`config.mk`:
```
export PLATFORM = sky130hd
export DESIGN_NAME = sr_cmd_gen
export DESIGN_NICKNAME = d
export VERILOG_FILES = /design/src/rtl/sr_pkg.sv /design/src/rtl/sr_debounce.sv /design/src/rtl/sr_cmd_gen.sv
export SDC_FILE = /design/constraint.sdc
export NUM_CORES = 1
export LEC_CHECK = 0
export CAP_MARGIN = 20
export CORE_ASPECT_RATIO = 0.9
export CORE_MARGIN = 4
export CORE_UTILIZATION = 52
export DETAILED_ROUTE_END_ITERATION = 16
export GPL_ROUTABILITY_DRIVEN = 0
export GPL_TIMING_DRIVEN = 0
export PLACE_DENSITY = 0.74
export RECOVER_POWER = 50
export SYNTH_ARGS = -nofsm -noshare
export SYNTH_HDL_FRONTEND = slang
export SYNTH_SLANG_ARGS = --single-unit
export TNS_END_PERCENT = 1
```
`constraint.sdc`:
```
create_clock -name clk -period 1.83 [get_ports clk]
set_clock_uncertainty 0.2 [all_clocks]
set_input_delay 0.183 -clock clk [delete_from_list [all_inputs] [get_ports clk]]
set_output_delay 0.183 -clock clk [all_outputs]
set_load 0.01 [all_outputs]
```
`src/rtl/sr_pkg.sv`:
```
// Shared definitions for the sr_cmd_gen command stage: FSM encoding,
// default timing constants and a counter-width helper.
package sr_pkg;

   localparam logic [1:0] ST_IDLE  = 2'd0;
   localparam logic [1:0] ST_PULSE = 2'd1;
   localparam logic [1:0] ST_HOLD  = 2'd2;

   localparam int unsigned DEF_DB_CYCLES = 4;
   localparam int unsigned DEF_HOLDOFF   = 2;

   typedef enum logic [1:0] {
      StIdle  = ST_IDLE,
      StPulse = ST_PULSE,
      StHold  = ST_HOLD
   } sr_state_e;

   // Bits needed to hold values 0..max_val, never less than one.
   function automatic int unsigned cnt_width(int unsigned max_val);
      return (max_val < 2) ? 1 : $clog2(max_val + 1);
   endfunction

endpackage

```
`src/rtl/sr_debounce.sv`:
```
// Two-flop synchroniser followed by a counting debounce filter; flags the
// rising edge of the filtered level.
module sr_debounce
   import sr_pkg::*;
#(
   parameter int unsigned DB_CYCLES = DEF_DB_CYCLES
) (
   input  logic clk,
   input  logic rst_n,
   input  logic req,
   output logic filt,
   output logic rise
);

   localparam int unsigned    CW       = cnt_width(DB_CYCLES);
   localparam logic [CW-1:0]  CNT_LAST = CW'(DB_CYCLES - 1);

   logic          sync1_q;
   logic          sync2_q;
   logic          filt_q;
   logic          filt_d;
   logic          filt_dly_q;
   logic [CW-1:0] cnt_q;
   logic [CW-1:0] cnt_d;

   // The level flips on the cycle the mismatch count would reach DB_CYCLES.
   always_comb begin
      filt_d = filt_q;
      cnt_d  = '0;
      if (sync2_q != filt_q) begin
         if (cnt_q == CNT_LAST) begin
            filt_d = sync2_q;
         end else begin
            cnt_d = cnt_q + CW'(1);
         end
      end
   end

   always_ff @(posedge clk) begin
      if (!rst_n) begin
         sync1_q    <= 1'b0;
         sync2_q    <= 1'b0;
         filt_q     <= 1'b0;
         filt_dly_q <= 1'b0;
         cnt_q      <= '0;
      end else begin
         sync1_q    <= req;
         sync2_q    <= sync1_q;
         filt_q     <= filt_d;
         filt_dly_q <= filt_q;
         cnt_q      <= cnt_d;
      end
   end

   assign filt = filt_q;
   assign rise = filt_q & ~filt_dly_q;

endmodule

```
`src/rtl/sr_cmd_gen.sv`:
```
// Command generator for sr_ff: debounced set/clear requests become spaced,
// mutually exclusive single-cycle s/r pulses, skipping already-satisfied ones.
module sr_cmd_gen
   import sr_pkg::*;
#(
   parameter int unsigned DB_CYCLES      = DEF_DB_CYCLES,
   parameter int unsigned HOLDOFF        = DEF_HOLDOFF,
   parameter int unsigned RESET_PRIORITY = 1
) (
   input  logic clk,
   input  logic rst_n,
   input  logic set_req,
   input  logic clr_req,
   input  logic q_fb,
   output logic s,
   output logic r,
   output logic busy,
   output logic conflict
);

   localparam int unsigned   HW            = cnt_width(HOLDOFF);
   localparam int unsigned   HOLD_LAST_INT = (HOLDOFF > 0) ? HOLDOFF - 1 : 0;
   localparam logic [HW-1:0] HOLD_LAST     = HW'(HOLD_LAST_INT);

   logic          filt_s;
   logic          filt_c;
   logic          rise_s;
   logic          rise_c;
   logic          want_s;
   logic          want_c;
   logic          serve_s;
   logic          serve_c;

   sr_state_e     state_q;
   sr_state_e     state_d;
   logic          pend_s_q;
   logic          pend_s_d;
   logic          pend_c_q;
   logic          pend_c_d;
   logic          s_q;
   logic          s_d;
   logic          r_q;
   logic          r_d;
   logic          conflict_q;
   logic          conflict_d;
   logic [HW-1:0] hcnt_q;
   logic [HW-1:0] hcnt_d;

   sr_debounce #(
      .DB_CYCLES (DB_CYCLES)
   ) u_db_set (
      .clk   (clk),
      .rst_n (rst_n),
      .req   (set_req),
      .filt  (filt_s),
      .rise  (rise_s)
   );

   sr_debounce #(
      .DB_CYCLES (DB_CYCLES)
   ) u_db_clr (
      .clk   (clk),
      .rst_n (rst_n),
      .req   (clr_req),
      .filt  (filt_c),
      .rise  (rise_c)
   );

   assign want_s = pend_s_q | rise_s;
   assign want_c = pend_c_q | rise_c;

   always_comb begin
      state_d    = state_q;
      hcnt_d     = hcnt_q;
      s_d        = 1'b0;
      r_d        = 1'b0;
      conflict_d = 1'b0;
      serve_s    = 1'b0;
      serve_c    = 1'b0;

      unique case (state_q)
         StIdle: begin
            if (want_s && want_c) begin
               conflict_d = 1'b1;
               if (RESET_PRIORITY != 0) begin
                  serve_c = 1'b1;
               end else begin
                  serve_s = 1'b1;
               end
            end else if (want_s) begin
               serve_s = 1'b1;
            end else if (want_c) begin
               serve_c = 1'b1;
            end
            // A served request whose effect q already shows is dropped silently.
            if (serve_s && !q_fb) begin
               s_d     = 1'b1;
               state_d = StPulse;
            end
            if (serve_c && q_fb) begin
               r_d     = 1'b1;
               state_d = StPulse;
            end
         end
         StPulse: begin
            if (HOLDOFF > 0) begin
               state_d = StHold;
               hcnt_d  = '0;
            end else begin
               state_d = StIdle;
            end
         end
         StHold: begin
            if (hcnt_q == HOLD_LAST) begin
               state_d = StIdle;
            end else begin
               hcnt_d = hcnt_q + HW'(1);
            end
         end
         default: begin
            state_d = StIdle;
         end
      endcase

      pend_s_d = want_s & ~serve_s;
      pend_c_d = want_c & ~serve_c;
   end

   always_ff @(posedge clk) begin
      if (!rst_n) begin
         state_q    <= StIdle;
         pend_s_q   <= 1'b0;
         pend_c_q   <= 1'b0;
         s_q        <= 1'b0;
         r_q        <= 1'b0;
         conflict_q <= 1'b0;
         hcnt_q     <= '0;
      end else begin
         state_q    <= state_d;
         pend_s_q   <= pend_s_d;
         pend_c_q   <= pend_c_d;
         s_q        <= s_d;
         r_q        <= r_d;
         conflict_q <= conflict_d;
         hcnt_q     <= hcnt_d;
      end
   end

   assign s        = s_q;
   assign r        = r_q;
   assign conflict = conflict_q;
   assign busy     = (state_q != StIdle);

endmodule

```
Yosys cells after proc, flatten, opt, wreduce, memory -nomap -nowiden
Index checks and enable logic that the tools add are counted.
Storage, ports and cells
  bits in registers: 23
  bits in latches: 0
  memory bits (writable): 0
  memory bits (read-only): 0
  bits of input ports: 5
  output and inout bits: 4
  logic and storage cells: 75
  memories kept: 0
Cells by class
  $add $sub $neg: 3
  multipliers: 0
  div/mod/pow operators: 0
  $lt $le $gt $ge: 0
  equal/unequal tests: 10
  shift operators: 0
  mux-type cells: 18
  bitwise logic cells: 13
  reduce and logical (&&, ||, !) cells: 14
Operators by type and width (number)
  2-to-1 mux 1 bit: 12
  AND reduction 2 bit: 5
  2-to-1 mux 2 bit: 4
  NOT 1 bit: 7
  adder 3 x 1 -> 3 bit (second input constant): 2
  == test 3 x 2 -> 1 bit (second input constant): 2
  one-hot mux 2 bit (3 select lines): 1
  OR reduction 3 bit: 2
  AND 1 bit: 4
  == test 2 x 1 -> 1 bit (second input constant): 2
  inequality test 2 bit (second input constant): 2
  one-hot mux 2 bit (2 select lines): 1
  nonzero test 2 bit: 2
  logical AND 1 bit: 3
  inequality test 3 bit (second input constant): 1
  adder 2 x 1 -> 2 bit (second input constant): 1
  == test 2 bit (second input constant): 1
  logical NOT 2 bit: 1
  inequality test 1 bit: 2
  bitwise OR 1 bit: 2
  logical NOT 1 bit: 1

Depth between registers and ports, before layout
Gate-level depths: netlist of the first run.
  depth in word-level cells: 10
  gate-level depth with buffers: 5
  mapped depth without buffers: 5

Modules after synthesis
From an unflattened synthesis of the first run, not the netlist that was laid out.
Second synthesis, totals
  cell total of the unflattened synthesis: 78
  area, all modules: 877.1 sq um
By module, submodules not included
  sr_debounce: instances 2, cells each 20, area each 249.0 sq um, sequential area each 140.1 sq um
  sr_cmd_gen: instances 1, cells each 38, area each 379.1 sq um, sequential area each 180.2 sq um

Worst setup path before layout of the first run
OpenSTA, ideal clock, no wires.
  path type: register to register
  start: reg hcnt_q[1]
  end: reg hcnt_q[1]
  setup time: 70 ps
  data arrival time: 1058 ps
  data required time: 1560 ps
  path slack: 502 ps
  stages on the path, launching flop included: 6
  path buffers: 0
  clock period less this slack: 1328 ps
  cells stage by stage: dfxtp_1 > inv_1 > ha_1 > nor4b_1 > a21oi_1 > a21boi_1
Between the ends
  cells in the longest elaborated chain, start to end: 3
  elaborated cells between the ends (all ways): 6
  classes of those cells: 1 x add/sub; 2 x eq/ne; 2 x mux; 1 x reduce/logical
RTL lines
  from (decl): RTL line sr_cmd_gen.sv:46  | logic [HW-1:0] hcnt_q;
  from (signal assigned): RTL line sr_cmd_gen.sv:145  | hcnt_q <= hcnt_d;
  adder 2 x 1 -> 2 bit / == test 2 x 1 -> 1 bit (equally long branches): RTL line sr_cmd_gen.sv:117, sr_cmd_gen.sv:114
  2-to-1 mux 2 bit / inequality test 2 bit (equally long branches)
  one-hot mux 2 bit (2 select lines) / AND reduction 2 bit (equally long branches)
Parallel ways exist; a longest one is shown, timed or not. The select of a mux whose other input is x is not followed.
A chain may end at the register's enable or synchronous reset.

Final worst setup path of the first run
  start: reg state_q[0]
  end: out busy
Between the ends
  cells in the longest elaborated chain, start to end: 1
RTL lines
  from (decl): RTL line sr_cmd_gen.sv:34  | sr_state_e state_q;
  from (signal assigned): RTL line sr_cmd_gen.sv:131  | state_q <= StIdle;
  from (signal assigned): RTL line sr_cmd_gen.sv:139  | state_q <= state_d;
  nonzero test 2 bit: RTL line sr_cmd_gen.sv:152  | assign busy = (state_q != StIdle);
  to (decl): RTL line sr_cmd_gen.sv:17  | output logic busy,
Every way passes these cells.

==> flow_metrics.env, run 1 <==
export IMPL_rows=13
export IMPL_finalWorstSetupSlack_ps=200
export IMPL_chipHeight_um=46.8
export IMPL_slew_headroom=0.756
export IMPL_yosysSeqAreaShare=0.530
export IMPL_utilization=0.660
export IMPL_drive_gt1_frac=0.120
export IMPL_grt_ovfl_total=0
export IMPL_synth_seq_cells=23
export IMPL_critPathKind="flop to primary output"
export IMPL_cap_violations=0
export IMPL_drv_slew=0
export IMPL_start_util=0.574
export IMPL_pin_count=9
export IMPL_layout_cells_non_filler=114
export IMPL_n_fill_cell=115
export IMPL_dp_slack_ps=182
export IMPL_coreArea_um2=1510
export IMPL_clk_pin_slew_ps=120
export IMPL_startpoint_type="flop"
export IMPL_p_leak_nw=0.408
export IMPL_fin_crit_sh=0.891
export IMPL_synthTopCellsByArea="dfxtp_1, ha_1, and2_1"
export IMPL_avgViaCountPerCell=4.83
export IMPL_ys_warn_count=0
export IMPL_antenna_found_initial=0
export IMPL_wl_per_cell_um=9.79
export IMPL_cp_slowest_cell="dfxtp_1"
export IMPL_worst_slew_pin_slew_ps=362
export IMPL_cts_sinks=23
export IMPL_die_width_um=51.1
export IMPL_cts_tree="built"
export IMPL_yosys_area_top_type="dfxtp_1"
export IMPL_ys_types=24
export IMPL_required_ps=1450
export IMPL_postCtsSetupBuffers=0
export IMPL_cpPeakStageDelay_ps=330
export IMPL_grt_pass1_wl_um=1950
export IMPL_portBuffers=8
export IMPL_postCtsHoldBufs=0
export IMPL_syn_nets=90
export IMPL_rsz0062_at_grt="no"
export IMPL_root_buffer="clkbuf_4"
export IMPL_powerDensity_nw_per_um2=754
export IMPL_synth_top_area_share=0.530
export IMPL_vias=551
export IMPL_syn2layout_area_growth_pct=15.0
export IMPL_setup_viol=0
export IMPL_drtIter0Drc=2
export IMPL_hpwl_um=876
export IMPL_end_kind="primary output"
export IMPL_avgSynthCellArea_um2=10.9
export IMPL_grt_max_degree=14
export IMPL_nets=103
export IMPL_htree_levels=1
export IMPL_cts_made_buffers=3
export IMPL_die_area_um2=2390
export IMPL_gr_usage_all_layers=0.117
export IMPL_worst_path_buf_inv=3
export IMPL_tns_ps=0
export IMPL_max_freq_ghz=0.613
export IMPL_grt_pass1_vias=502
export IMPL_synthesis_area_um2=868
export IMPL_insertion_delay_ps=300
export IMPL_peakVddDrop_uv=616
export IMPL_path_cells="buf_6, nor2_2, inv_1, dlygate4sd2_1"
export IMPL_syn_inst=80
export IMPL_detail_route_antenna_nets=0
export IMPL_dp_cells=110
export IMPL_period_minus_slack_ps=1630
export IMPL_status="complete, no violations"
export IMPL_crit_fanout=8
export IMPL_dr_pass1_iters=2
export IMPL_clockBufferDepth=2
export IMPL_layout_commonest_cell="dfxtp_1"
export IMPL_cts_resized=3
export IMPL_final_cell_mix="dfxtp_1, inv_1, nor2_1"
export IMPL_finalHoldViolations=0
export IMPL_antenna_diode_count=0
export IMPL_cp_arrival_ps=1250
export IMPL_cp_top_family="buffers and inverters"
export IMPL_route_detailed_drc=0
export IMPL_wl_um=1120
export IMPL_hold_path_class="flop to flop"
==> worst reg2reg max path: cells and delay by family (launching register included) <==
| kind | cells | cell delay [ps] |
|---|---|---|
| adder cells (fa/ha/maj) | 1 | 260 |
| buffers and inverters | 1 | 50 |
| AND/OR/NAND/NOR | 1 | 290 |
| flip-flops | 1 | 370 |
| AO/OA/AOI/OAI | 2 | 210 |
==> synth_stat cells <==
cell / n
a21boi_1: 2
nor3b_2: 1
or2_4: 1
buf_6: 1
nor3_1: 1
o221a_1: 1
nor4b_1: 2
nor2b_4: 1
nor2b_1: 5
and3_2: 1
a21oi_1: 2
ha_1: 5
xor2_1: 2
nand3b_1: 2
and2_2: 1
o21ai_1: 1
dfxtp_1: 23
inv_1: 7
clkbuf_1: 1
o211ai_1: 3
o31ai_2: 1
mux2i_1: 3
nor2_1: 8
and2_1: 5
==> state kept, by name, indices dropped and copies added (netlist names), 2 cells and up <==
| register | count |
|---|---|
| hcnt_q | 2 |
| state_q | 2 |
| u_db_clr.cnt_q | 3 |
| u_db_set.cnt_q | 3 |
==> cell type report <==
| class | instances | area [um^2] | share of cell area |
|---|---|---|---|
| plain buffers | 2 | 15.0 | 0.0150 |
| repair buffers | 8 | 78.8 | 0.0789 |
| well taps | 22 | 27.5 | 0.0276 |
| multi-input cells | 48 | 362 | 0.362 |
| flip-flops and latches | 23 | 462 | 0.462 |
| clock buffers | 3 | 22.5 | 0.0226 |
| inverters | 7 | 26.3 | 0.0263 |
| clock inverters | 1 | 5.00 | 0.00501 |
==> power by group <==
| part | internal, W | switching [W] |
|---|---|---|
| Clock | 0.0000816 | 0.000141 |
| Combinational | 0.0000131 | 0.00000936 |
| Sequential | 0.000506 | 0.00000227 |
==> worst paths after layout <==
path | depth (start not counted) | slack, ps | startpoint | endpoint
max | 4 | 200 | state_q[0] | busy
min | 1 | 230 | u_db_set.cnt_q[0] | u_db_set.cnt_q[0]
max reg2reg | 5 | 400 | hcnt_q[1] | hcnt_q[1]
min reg2reg | 1 | 230 | u_db_set.cnt_q[0] | u_db_set.cnt_q[0]
==> cell families (layout without fill, tap and decap cells) <==
group	count (synthesis)	count (layout)	synth area share
xor+xnor	2	2	0.0202
mux	3	3	0.0346
buf+inv	9	21	0.0476
fa+ha+maj	5	5	0.0720
simple gates	28	28	0.207
flops	23	23	0.530
compound gates	10	10	0.0879
==> per-layer routing <==
layer  wire length (um)  part of all wire  global-route usage  vias to the layer above
li1                   -                 -                   -                      292
met1                519              0.47               0.122                      245
met2                501              0.45               0.190                       12
met3                 76             0.068              0.0667                        2
met4                 19             0.017              0.0645                        0
met5                  0                 0                   0                        -
==> through the flow <==
stage / hold WS, ps / power [W] / cell area [um^2]
floorplan: 61.7 / 0.000530 / 868
global placement: 208 / 0.000542 / 976
detailed placement: 220 / 0.000543 / 976
CTS: 239 / 0.000766 / 1010
global route: 250 / 0.000787 / 998
finish: 234 / 0.000753 / 998
Note: power is estimated with default switching activity, not from simulation.
==> run 2, diff against run 1 <==
Settings changed: ABC_AREA from default to 1, SLEW_MARGIN from default to 15.
==> run 2 against run 1 <==
Net effect:
- wire length up 2.9%
- worst hold slack lost 38 ps
- total power rose by 6.4%
- global-route usage increased by 1.6 points
- synthesized cell count increased by 26%
- combinational power increased to 2.7 times the previous value
- via count is 7.1% higher
- clock power is essentially flat
- sequential share of layout area is 0.30 points higher
- synthesized area fell by 0.72%
- non-clock buffer count is 1 lower
- critical path type unchanged
- largest cell class unchanged
- largest power group unchanged
==> flow_metrics.env, run 2 <==
export IMPL_worst_slew_pin_slew_ps=434
export IMPL_finalHoldViolations=0
export IMPL_cts_tree="built"
export IMPL_syn_nets=111
export IMPL_ys_types=18
export IMPL_chipHeight_um=46.6
export IMPL_tns_ps=0
export IMPL_crit_fanout=4
export IMPL_die_width_um=50.9
export IMPL_gr_usage_all_layers=0.133
export IMPL_reg_largest_list="u_db_clr.cnt_q x3, u_db_set.cnt_q x3"
export IMPL_wl_um=1150
export IMPL_multi_input_area_um2=303
export IMPL_critPathKind="flop to primary output"
export IMPL_cts_sinks=23
export IMPL_synth_top_area_share=0.534
export IMPL_coreArea_um2=1510
export IMPL_start_util=0.570
export IMPL_cap_violations=0
export IMPL_yosys_area_top_type="dfxtp_1"
export IMPL_postPlaceCellArea_um2=970
export IMPL_cts_made_buffers=3
export IMPL_setup_viol=0
export IMPL_drtIter0Drc=5
export IMPL_hold_path_class="primary input to flop"
export IMPL_layout_cells_non_filler=135
export IMPL_postCtsSetupBuffers=0
export IMPL_root_buffer="clkbuf_4"
export IMPL_antenna_diode_count=0
export IMPL_rsz0062_at_grt="no"
export IMPL_grt_pass1_vias=555
export IMPL_detail_route_antenna_nets=0
export IMPL_die_area_um2=2370
export IMPL_fin_crit_sh=0.948
export IMPL_clockBufferDepth=2
export IMPL_dp_cells=131
export IMPL_rows=13
export IMPL_cp_arrival_ps=1350
export IMPL_drv_slew=0
export IMPL_status="complete, no violations"
export IMPL_clk_pin_slew_ps=120
export IMPL_syn2layout_area_growth_pct=15.4
export IMPL_drive_gt1_frac=0.142
export IMPL_synth_edf_count=0
export IMPL_required_ps=1450
export IMPL_wl_per_cell_um=8.50
export IMPL_grt_ovfl_total=0
export IMPL_grt_max_degree=14
export IMPL_final_cell_mix="inv_1, dfxtp_1, nand2_1"
export IMPL_max_freq_ghz=0.577
export IMPL_seq_area_um2=463
export IMPL_pin_count=9
export IMPL_route_detailed_drc=0
export IMPL_whs_ps=196
export IMPL_htree_levels=1
export IMPL_syn_inst=101
export IMPL_synthesis_area_um2=862
export IMPL_r2r_start="u_db_set.cnt_q[0]"
export IMPL_ys_warn_count=0
export IMPL_period_minus_slack_ps=1730
export IMPL_yosysSeqAreaShare=0.534
export IMPL_startpoint_type="flop"
export IMPL_hold_end="u_db_clr.sync1_q"
export IMPL_powerDensity_nw_per_um2=806
export IMPL_synth_common_cells="dfxtp_1, inv_1, nand2_1, nor2_1, ha_1"
export IMPL_end_kind="primary output"
export IMPL_yosysMostFrequentCell="dfxtp_1"
export IMPL_async_reset_ff_frac=0
export IMPL_synth_flop_cell="dfxtp_1"
export IMPL_avgViaCountPerCell=4.37
export IMPL_portBuffers=8
export IMPL_antenna_found_initial=0
export IMPL_insertion_delay_ps=300
export IMPL_vias=590
export IMPL_nets=124
export IMPL_peakVddDrop_uv=674
export IMPL_r2r_cells=5
export IMPL_dr_pass1_iters=4
export IMPL_slew_headroom=0.710
export IMPL_postLayoutCellArea_um2=995
export IMPL_n_fill_cell=136
export IMPL_hp_start="clr_req"
export IMPL_layout_commonest_cell="inv_1"
export IMPL_r2r_setup_slack_ps=470
export IMPL_hpwl_um=878
export IMPL_synthTopCellsByArea="dfxtp_1, inv_1, ha_1"
export IMPL_p_leak_nw=0.470
export IMPL_synth_seq_cells=23
export IMPL_avgSynthCellArea_um2=8.54
export IMPL_timing_rr_end="u_db_set.cnt_q[0]"
export IMPL_grt_pass1_wl_um=2230
export IMPL_hold_depth=3
==> run 2: changes by cell type in the layout (fill, tap and decap cells not counted), sizes merged, moves of 3 or more <==
cell / change
nand2: +16
nor2b: -6
inv: +17
mux2i: -3
a21oi: +3
and2: -6
nor3: +3
nor2: +6
nand3: +3
==> run 2: worst max-delay path by stage <==
| stage | to | cells after the start | from |
|---|---|---|---|
| CTS | busy | 3 | state_q[1] |
| global route | busy | 3 | state_q[1] |
| global placement | busy | 3 | state_q[1] |
| detailed placement | busy | 3 | state_q[1] |
| floorplan | u_db_clr.cnt_q[0] | 5 | u_db_clr.cnt_q[0] |
| finish | busy | 3 | state_q[1] |
==> run 2: cell families after synthesis <==
kind of cell    synth area share
fa+ha+maj                 0.0726
flops                      0.534
compound gates            0.0871
simple gates               0.189
buf+inv                    0.118
==> run 2: power by group <==
part / switching, W / leakage, nW / internal (W)
logic: 0.0000337 / 0.265 / 0.0000271
clock network: 0.000140 / 0.0177 / 0.0000815
registers: 0.00000745 / 0.187 / 0.000511
total: 0.000181 / 0.470 / 0.000620
==> run 2: timing repair <==
item	in CTS	in global routing
endpoints found under the setup margin	0	1
hold buffers	0	0
resized for setup	0	3
==> run 2: layer usage <==
metal,GRT usage,up-vias,wire (um)
met5,0,-,0
met4,0.0806,0,26
met3,0.0615,4,76
met2,0.216,11,476
met1,0.143,246,569
li1,-,329,-
==> run 2: area by class of cell <==
class,count,share of cell area
Clock inverter,1,0.00503
Tap cell,22,0.0277
Sequential cell,23,0.465
Buffer,1,0.00377
Multi-Input combinational cell,53,0.304
Clock buffer,3,0.0226
Timing Repair Buffer,8,0.0805
Inverter,24,0.0906
==> run 2: per-stage QoR <==
stage,utilization,power [W],worst slack (ps)
final,0.658,0.000801,95.7
after global routing,0.658,0.000846,23.4
after CTS,0.659,0.000812,12.6
after detailed placement,0.641,0.000590,382
after global placement,0.641,0.000589,384
after floorplan,-,0.000567,577
==> run 2: worst max-delay path, cell delays in order (launching register included) <==
cell and delay [ps]:
dfxtp_2 350, nor2_4 160, inv_1 70, clkdlybuf4s50_1 470
==> run 3, diff against run 2 <==
Settings changed: ABC_AREA 1 to 0.
==> results of run 3 <==
No change in the layout: final DEF, timing and power equal those of run 1.
